$ cat src/rtl/regfile_pkg.sv
// rtl/regfile_pkg.sv - shared types and helpers for the multi-port register file
package regfile_pkg;

    typedef enum logic {
        IDLE  = 1'b0,
        CLEAR = 1'b1
    } clearState_t;

    function automatic int clog2(input int value);
        int bits;
        bits = 0;
        for (int v = value - 1; v > 0; v = v >> 1) begin
            bits = bits + 1;
        end
        return bits;
    endfunction

endpackage

$ cat src/rtl/regfile_clear_fsm.sv
// rtl/regfile_clear_fsm.sv - sequential scrub sequencer: walks every register address once
module regfile_clear_fsm
    import regfile_pkg::*;
#(
    parameter int NREG = 32,
    parameter int AW   = clog2(NREG)
) (
    input  logic          clkIn,
    input  logic          resetIn,
    input  logic          clearIn,
    output logic          busyOut,
    output logic [AW-1:0] scrubAddr,
    output logic          scrubWe
);

    localparam logic [AW-1:0] LAST_ADDR = AW'(NREG - 1);

    clearState_t   state;
    logic [AW-1:0] cnt;

    always_ff @(posedge clkIn) begin
        if (resetIn) begin
            state <= IDLE;
            cnt   <= '0;
        end else begin
            case (state)
                IDLE: begin
                    if (clearIn) begin
                        state <= CLEAR;
                        cnt   <= '0;
                    end
                end
                CLEAR: begin
                    // cnt wraps to zero on the same edge the last register is scrubbed
                    cnt <= cnt + 1'b1;
                    if (cnt == LAST_ADDR) begin
                        state <= IDLE;
                    end
                end
                default: begin
                    state <= IDLE;
                    cnt   <= '0;
                end
            endcase
        end
    end

    assign busyOut   = (state == CLEAR);
    assign scrubWe   = (state == CLEAR);
    assign scrubAddr = cnt;

endmodule

$ cat src/rtl/regfile_mp.sv
// rtl/regfile_mp.sv - multi-read-port register file with byte-enable writes, bypass and scrub
module regfile_mp
    import regfile_pkg::*;
#(
    parameter int XLEN     = 32,
    parameter int NREG     = 32,
    parameter int NRD      = 2,
    parameter int ZERO_R0  = 1,
    parameter int PORT_REG = NREG - 1,
    parameter int PORT_W   = 16,
    parameter int AW       = clog2(NREG)
) (
    input  logic                clkIn,
    input  logic                resetIn,
    input  logic [NRD*AW-1:0]   rsIn,
    output logic [NRD*XLEN-1:0] DataOut,
    input  logic [AW-1:0]       rdIn,
    input  logic [XLEN-1:0]     DataIn,
    input  logic                WriteIn,
    input  logic [XLEN/8-1:0]   ByteEnIn,
    input  logic                clearIn,
    output logic                busyOut,
    output logic [PORT_W-1:0]   portOut
);

    localparam int NBYTE = XLEN / 8;

    logic [XLEN-1:0] regs [NREG];
    logic [XLEN-1:0] oldWord;
    logic [XLEN-1:0] mergedWord;
    logic [AW-1:0]   scrubAddr;
    logic            scrubWe;
    logic            rdIsZero;
    logic            writeEff;

    regfile_clear_fsm #(
        .NREG (NREG),
        .AW   (AW)
    ) uClearFsm (
        .clkIn     (clkIn),
        .resetIn   (resetIn),
        .clearIn   (clearIn),
        .busyOut   (busyOut),
        .scrubAddr (scrubAddr),
        .scrubWe   (scrubWe)
    );

    assign rdIsZero = (ZERO_R0 != 0) && (rdIn == '0);

    // A write commits only in IDLE, loses to a simultaneous clear, and never targets a hardwired r0
    assign writeEff = WriteIn && !busyOut && !clearIn && !resetIn && !rdIsZero;

    always_comb begin
        oldWord    = regs[rdIn];
        mergedWord = oldWord;
        for (int b = 0; b < NBYTE; b++) begin
            if (ByteEnIn[b]) begin
                mergedWord[b*8 +: 8] = DataIn[b*8 +: 8];
            end
        end
    end

    always_ff @(posedge clkIn) begin
        if (resetIn) begin
            for (int k = 0; k < NREG; k++) begin
                regs[k] <= '0;
            end
        end else if (scrubWe) begin
            regs[scrubAddr] <= '0;
        end else if (writeEff) begin
            regs[rdIn] <= mergedWord;
        end
    end

    for (genvar i = 0; i < NRD; i++) begin : gRead
        logic [AW-1:0]   rsAddr;
        logic [XLEN-1:0] readData;

        assign rsAddr = rsIn[i*AW +: AW];

        always_comb begin
            if ((ZERO_R0 != 0) && (rsAddr == '0)) begin
                readData = '0;
            end else if (writeEff && (rsAddr == rdIn)) begin
                readData = mergedWord;
            end else begin
                readData = regs[rsAddr];
            end
        end

        assign DataOut[i*XLEN +: XLEN] = readData;
    end

    // Display mirror shows stored contents only, so it lags a write by one cycle
    assign portOut = regs[PORT_REG][PORT_W-1:0];

endmodule

$ cat config.mk
export PLATFORM = sky130hd
export DESIGN_NAME = regfile_mp
export DESIGN_NICKNAME = d
export VERILOG_FILES = /design/src/rtl/regfile_pkg.sv /design/src/rtl/regfile_clear_fsm.sv /design/src/rtl/regfile_mp.sv
export SDC_FILE = /design/constraint.sdc
export NUM_CORES = 2
export LEC_CHECK = 0
export CAP_MARGIN = 5
export CORE_ASPECT_RATIO = 0.5
export CORE_MARGIN = 2
export CORE_UTILIZATION = 55
export DETAILED_ROUTE_END_ITERATION = 12
export HOLD_SLACK_MARGIN = 0.1
export PLACE_DENSITY = 0.73
export SLEW_MARGIN = 20
export SYNTH_ARGS = -nofsm -noshare
export SYNTH_HDL_FRONTEND = slang
export SYNTH_SLANG_ARGS = --single-unit
$ cat constraint.sdc
create_clock -name clkIn -period 4.9 [get_ports clkIn]
set_input_delay 1.225 -clock clkIn [delete_from_list [all_inputs] [get_ports clkIn]]
set_output_delay 1.225 -clock clkIn [all_outputs]
set_load 0.01 [all_outputs]
# Word level (Yosys, flattened, before mapping)
# Memories as Yosys holds them, arrays and structs flattened.
# Cells that the tools add are included.
totals:
  register_bits: 6
  memories: 1
  out_inout_bits: 81
  ramBits: 1024
  input_bits: 55
op_classes:
  n_addsub: 1
  eq_ne: 4
  n_bitwise: 1
  mux: 28
  n_reduce_logical: 15
memory_table:
  columns: ["memory", "depth", "word_bits", "rd", "rd_ports_with_merged_regs", "write_ports", "line_no", "source"]
  rows:
  - ["regs", 32, 32, 4, 0, 32, "regfile_mp.sv:28", "logic [XLEN-1:0] regs [NREG];"]
ops:
  columns: ["cell", "count"]
  rows:
  - ["32-bit two-way mux", 6]
  - ["32-bit OR reduction", 2]
  - ["8-bit two-way mux", 4]
  - ["5-bit logical NOT", 3]
  - ["5-bit two-way mux", 3]
  - ["1-bit two-way mux", 13]
  - ["5-bit == test", 2]
  - ["5-bit case mux with 2 select lines", 1]
  - ["1-bit logical AND", 6]
  - ["5-bit by 1-bit adder with 5-bit output (second input constant)", 1]
  - ["5-bit == test (second input constant)", 1]
  - ["1-bit logical NOT", 4]
  - ["2-bit != test (second input constant)", 1]
  - ["1-bit case mux with 2 select lines", 1]
  - ["1-bit inverter", 1]

# Longest topological paths before layout
logic_depth:
  word_depth: 11
  ltp_mapped: 10

# Hierarchy
# A second synthesis with hierarchy kept.
unflattened:
  hier_cells: 4916
  hier_area_um2: 61380.1
modules_own_cells:
  columns: ["module", "instances", "area_each_um2", "cells_each"]
  rows:
  - ["regfile_mp", 1, 61094.8, 4886]
  - ["regfile_clear_fsm", 1, 285.3, 30]

# Least setup slack after synthesis
# Ideal clock, no wire load.
synth_timing:
  path_type: "input to register"
  startpoint: "input port rdIn[1]"
  endpoint: "memory regs[29][0] (enable)"
  n_path_buf: 2
  cell_stages: 7
  required_ns: 4.472
  setup_ns: 0.428
  slack_ns: 0.194
  t_arrival_ns: 4.278
  path_cell_list: "buf_2 -> or4_4 -> o21a_1 -> buf_2 -> o21ai_1 -> nand2_1 -> o21bai_1"
synth_rtl:
  columns: ["item", "line_no", "source"]
  rows:
  - ["from (decl)", "regfile_mp.sv:17", "input logic [AW-1:0] rdIn,"]
  - ["to (decl)", "regfile_mp.sv:28", null]

# Final worst setup path
layout_timing:
  startpoint: "input port rdIn[4]"
  endpoint: "output port DataOut[19]"
layout_via:
  elab_chain_len: 6
  elab_cells_between_ends: 9
layout_lines:
  columns: ["item", "line_no", "source"]
  rows:
  - ["parallel branches: the longest is 4 deep, another holds memory 32 x 32 bit", null, null]
  - ["32-bit two-way mux (*)", "regfile_mp.sv:84", "end else if (writeEff && (rsAddr == rdIn)) begin"]
  - ["32-bit two-way mux (*)", "regfile_mp.sv:82", "if ((ZERO_R0 != 0) && (rsAddr == '0)) begin"]
  - ["to (decl)", "regfile_mp.sv:16", "output logic [NRD*XLEN-1:0] DataOut,"]
# Every way passes the cells marked *.

==> flow_metrics.py <==
metrics = {
    "global_route": {
        "grt_pass1_vias": 51100,
        "overflow": 0,
        "grt_pass1_wl_um": 382000,
        "grt_max_degree": 61,
        "grt_use_total_pct": 47.1,
        "antenna_found_initial": 10,
    },
    "floorplan": {
        "core-area_um2": 112000,
        "dieArea_um2": 116000,
        "ios": 136,
        "num_rows": 87,
        "die_height_um": 242,
        "start_util_pct": 55.3,
        "die_w_um": 479,
    },
    "pwr": {
        "netSwitchingFraction_pct": 30.0,
        "combPwrFrac_pct": 22.3,
        "p_switching_mw": 6.85,
        "clock_power_share_pct": 32.7,
        "power_frac_seq_pct": 44.9,
        "finalPower_mw": 22.9,
        "power.leakage_nw": 28.4,
        "p_per_area_nw_per_um2": 298,
        "p_int_mw": 16.0,
        "ir_drop_v": 0.000346,
    },
    "clock_tree": {
        "cts.sinks": 1030,
        "clockBufferDepth": 3,
        "cts_buffers": 94,
        "path_clk_slew_ns": 0.06,
        "cts_hold_buf": 0,
        "cts_tree": "done",
        "htree_levels": 3,
        "clk-insertion-delay-late_ns": 0.74,
        "clock-root-buffer": "clkbuf_16",
    },
    "worst_setup_path": {
        "crit-reg2reg-launch": "uClearFsm.busyOut$_SDFF_PP0_",
        "endpoint_kind": "output pin",
        "crit_type": "input pin to output pin",
        "cp_max_fo": 10,
        "required_ns": 3.67,
        "startpoint_type": "input pin",
        "reg2reg_to": "regs[9][9]$_SDFFCE_PN0P_",
        "reg2regPathDepth": 9,
        "crit_arrival_ns": 3.76,
        "r2r_slack_ns": 1.49,
    },
    "placed_design": {
        "dp_slack_ns": -1.49,
        "io_buffers": 135,
        "placed_area_um2": 72200,
        "routabilityCongestion": 1.01,
        "place_hpwl_um": 186000,
    },
    "sta": {
        "fmax_mhz": 201,
        "skew_ns": 0.0318,
        "setup_viol": 8,
        "period_share_pct": 102,
        "fin_crit_ns": 4.99,
        "hold_viol": 0,
        "final.setup.worst_slack_ns": -0.0850,
        "worstMarginPinSlew_ns": 1.10,
        "rsz0062_at_grt": "true",
        "slew_violations": 0,
        "slew_headroom_pct": 26.6,
    },
    "synthesis": {
        "synth_area_per_cell_um2": 12.6,
        "synthCells": 4935,
        "ys.warnings.count": 0,
        "yosysUniqueCellTypes": 55,
        "synth_top_area_cell": "edfxtp_1",
        "synth.ff_latch_count": 1030,
        "ys.flop_type": "edfxtp_1",
        "yosysSeqAreaShare_pct": 49.7,
        "syn_area_um2": 62100,
        "synth_top_area_share_pct": 49.5,
        "synth_async_sr_flop_share_pct": 0,
        "synth-edff-count": 1024,
        "synth_area_leaders": "edfxtp_1 (49%), mux4_2 (20%), nor2_1 (6.3%)",
    },
    "detailed_routing": {
        "avgRoutedWirePerCell_um": 39.5,
        "ant_nets": 0,
        "drtIter0Drc": 11300,
        "drt-total-wl_um": 278000,
        "via_per_inst": 7.57,
        "num_vias": 53400,
        "firstDrtPassIters": 9,
        "drc_errors": 0,
    },
    "hold_path": {
        "hp-class": "register to register",
        "min_to": "uClearFsm.scrubAddr[0]$_SDFFE_PP0P_",
        "whs_path_depth": 2,
        "min_from": "uClearFsm.scrubAddr[0]$_SDFFE_PP0P_",
    },
    "final_layout": {
        "final_cell_mix": "nor2_1 (1,037), edfxtp_1 (1,024), buf_4 (559)",
        "drive_gt1_share_pct": 33.7,
        "area_growth_pct": 23.5,
        "fillerInstances": 7863,
        "finalNetCount": 5516,
        "post-route-cell-area_um2": 76700,
        "final_common_cell": "nor2_1",
    },
    "run_status": {
        "status": "complete, but fails checks",
        "violations": "negative setup slack",
    },
    "flow_run": {
        "cap_violations": 0,
    },
}
## sequential cells by signal, indices dropped and copies added (netlist names)
name / count
regs: 1024
uClearFsm.scrubAddr: 5
uClearFsm.busyOut: 1
## power by group through the flow
| stage | clock network, mW | logic [mW] | registers [mW] |
|---|---|---|---|
| 3_3_place_gp | 0 | 4.63 | 10.4 |
| 3_5_place_dp | 0 | 4.66 | 10.4 |
| 2_1_floorplan | 0 | 2.24 | 10.3 |
| 4_1_cts | 7.43 | 4.79 | 10.3 |
| 5_1_grt | 7.75 | 5.14 | 10.3 |
| 6_report | 7.48 | 5.11 | 10.3 |
## worst max-delay path by stage
stage                            from  slack (ns)                         to
after global routing          rdIn[0]       -0.07                DataOut[53]
final                         rdIn[4]       -0.09                DataOut[19]
after detailed placement      rdIn[4]       -1.49                DataOut[19]
after floorplan               rdIn[1]        0.19  regs[29][0]$_SDFFCE_PN0P_
after global placement        rdIn[4]       -1.48                DataOut[19]
after CTS                 ByteEnIn[2]       -0.20                DataOut[23]
## routing by layer
metal | wire length (um) | GRT usage, % | share of wire, %
met4 | 13900 | 17.8 | 5.0
met3 | 60400 | 29.9 | 22
met2 | 109000 | 61.9 | 39
met1 | 94800 | 61.9 | 34
met5 | 428 | 1.72 | 0.15
## worst max-delay path: stages
cell	delay [ns]
clkdlybuf4s15_2	0.24
buf_6	0.18
nor3_4	0.33
buf_6	0.18
o21ai_1	0.11
nor3_4	0.49
buf_6	0.18
a221oi_4	0.05
buf_12	0.17
o211ai_1	0.38
buf_2	0.21
## cells in the mapped netlist (all sizes together) (6+ instances only)
cell	number
a21oi	104
a21o	23
a31oi	32
dfxtp	6
o21ai	38
a221oi	64
nor3	44
nand2	288
mux2	160
clkbuf	277
nand3	76
a22oi	288
a211oi	65
nor2	1045
edfxtp	1024
o22ai	64
buf	283
nand2b	13
nor2b	79
or3	32
xor2	8
mux4	544
o211ai	96
mux2i	226
## final cells by class
class                   instances  area [um2]  area share (%)
flip-flops and latches       1030       30900            40.2
multi-input cells            3371       30100            39.2
repair buffers                957       10900            14.2
clock buffers                 117        2500            3.26
well taps                    1513        1890            2.47
clock inverters                56         463           0.604
inverters                       5        18.8          0.0245
diodes                          7        17.5          0.0228
## kinds of logic after synthesis
family / count (synthesis) / synth area share (%)
DFF: 1030 / 49.7
and+or+nand+nor: 1602 / 10.6
other: 1 / 0.00604
xor gates and xnor gates: 10 / 0.141
buffers and inverters: 565 / 3.90
AOI/OAI and AO/OA: 795 / 9.41
muxes: 930 / 26.3
adders and majority gates: 2 / 0.0403
## through the flow
stage | setup TNS [ns] | std cells | utilization [%] | hold WS, ns
floorplan | 0 | 4966 | - | 0.548
global route | -0.112 | 7051 | 68.3 | 0.645
finish | -0.269 | 7056 | 68.3 | 0.639
CTS | -0.507 | 7023 | 67.8 | 0.622
detailed placement | -30.28 | 6797 | 64.3 | 0.608
global placement | -30.23 | 6797 | 64.3 | 0.579
## repair_timing
item,in CTS,in global routing
gates resized for setup,148,73
endpoints found under the setup margin,64,40
gates cloned,8,4
pin swaps,34,26
setup buffers,45,22
Note: power is estimated with default switching activity, not from simulation.
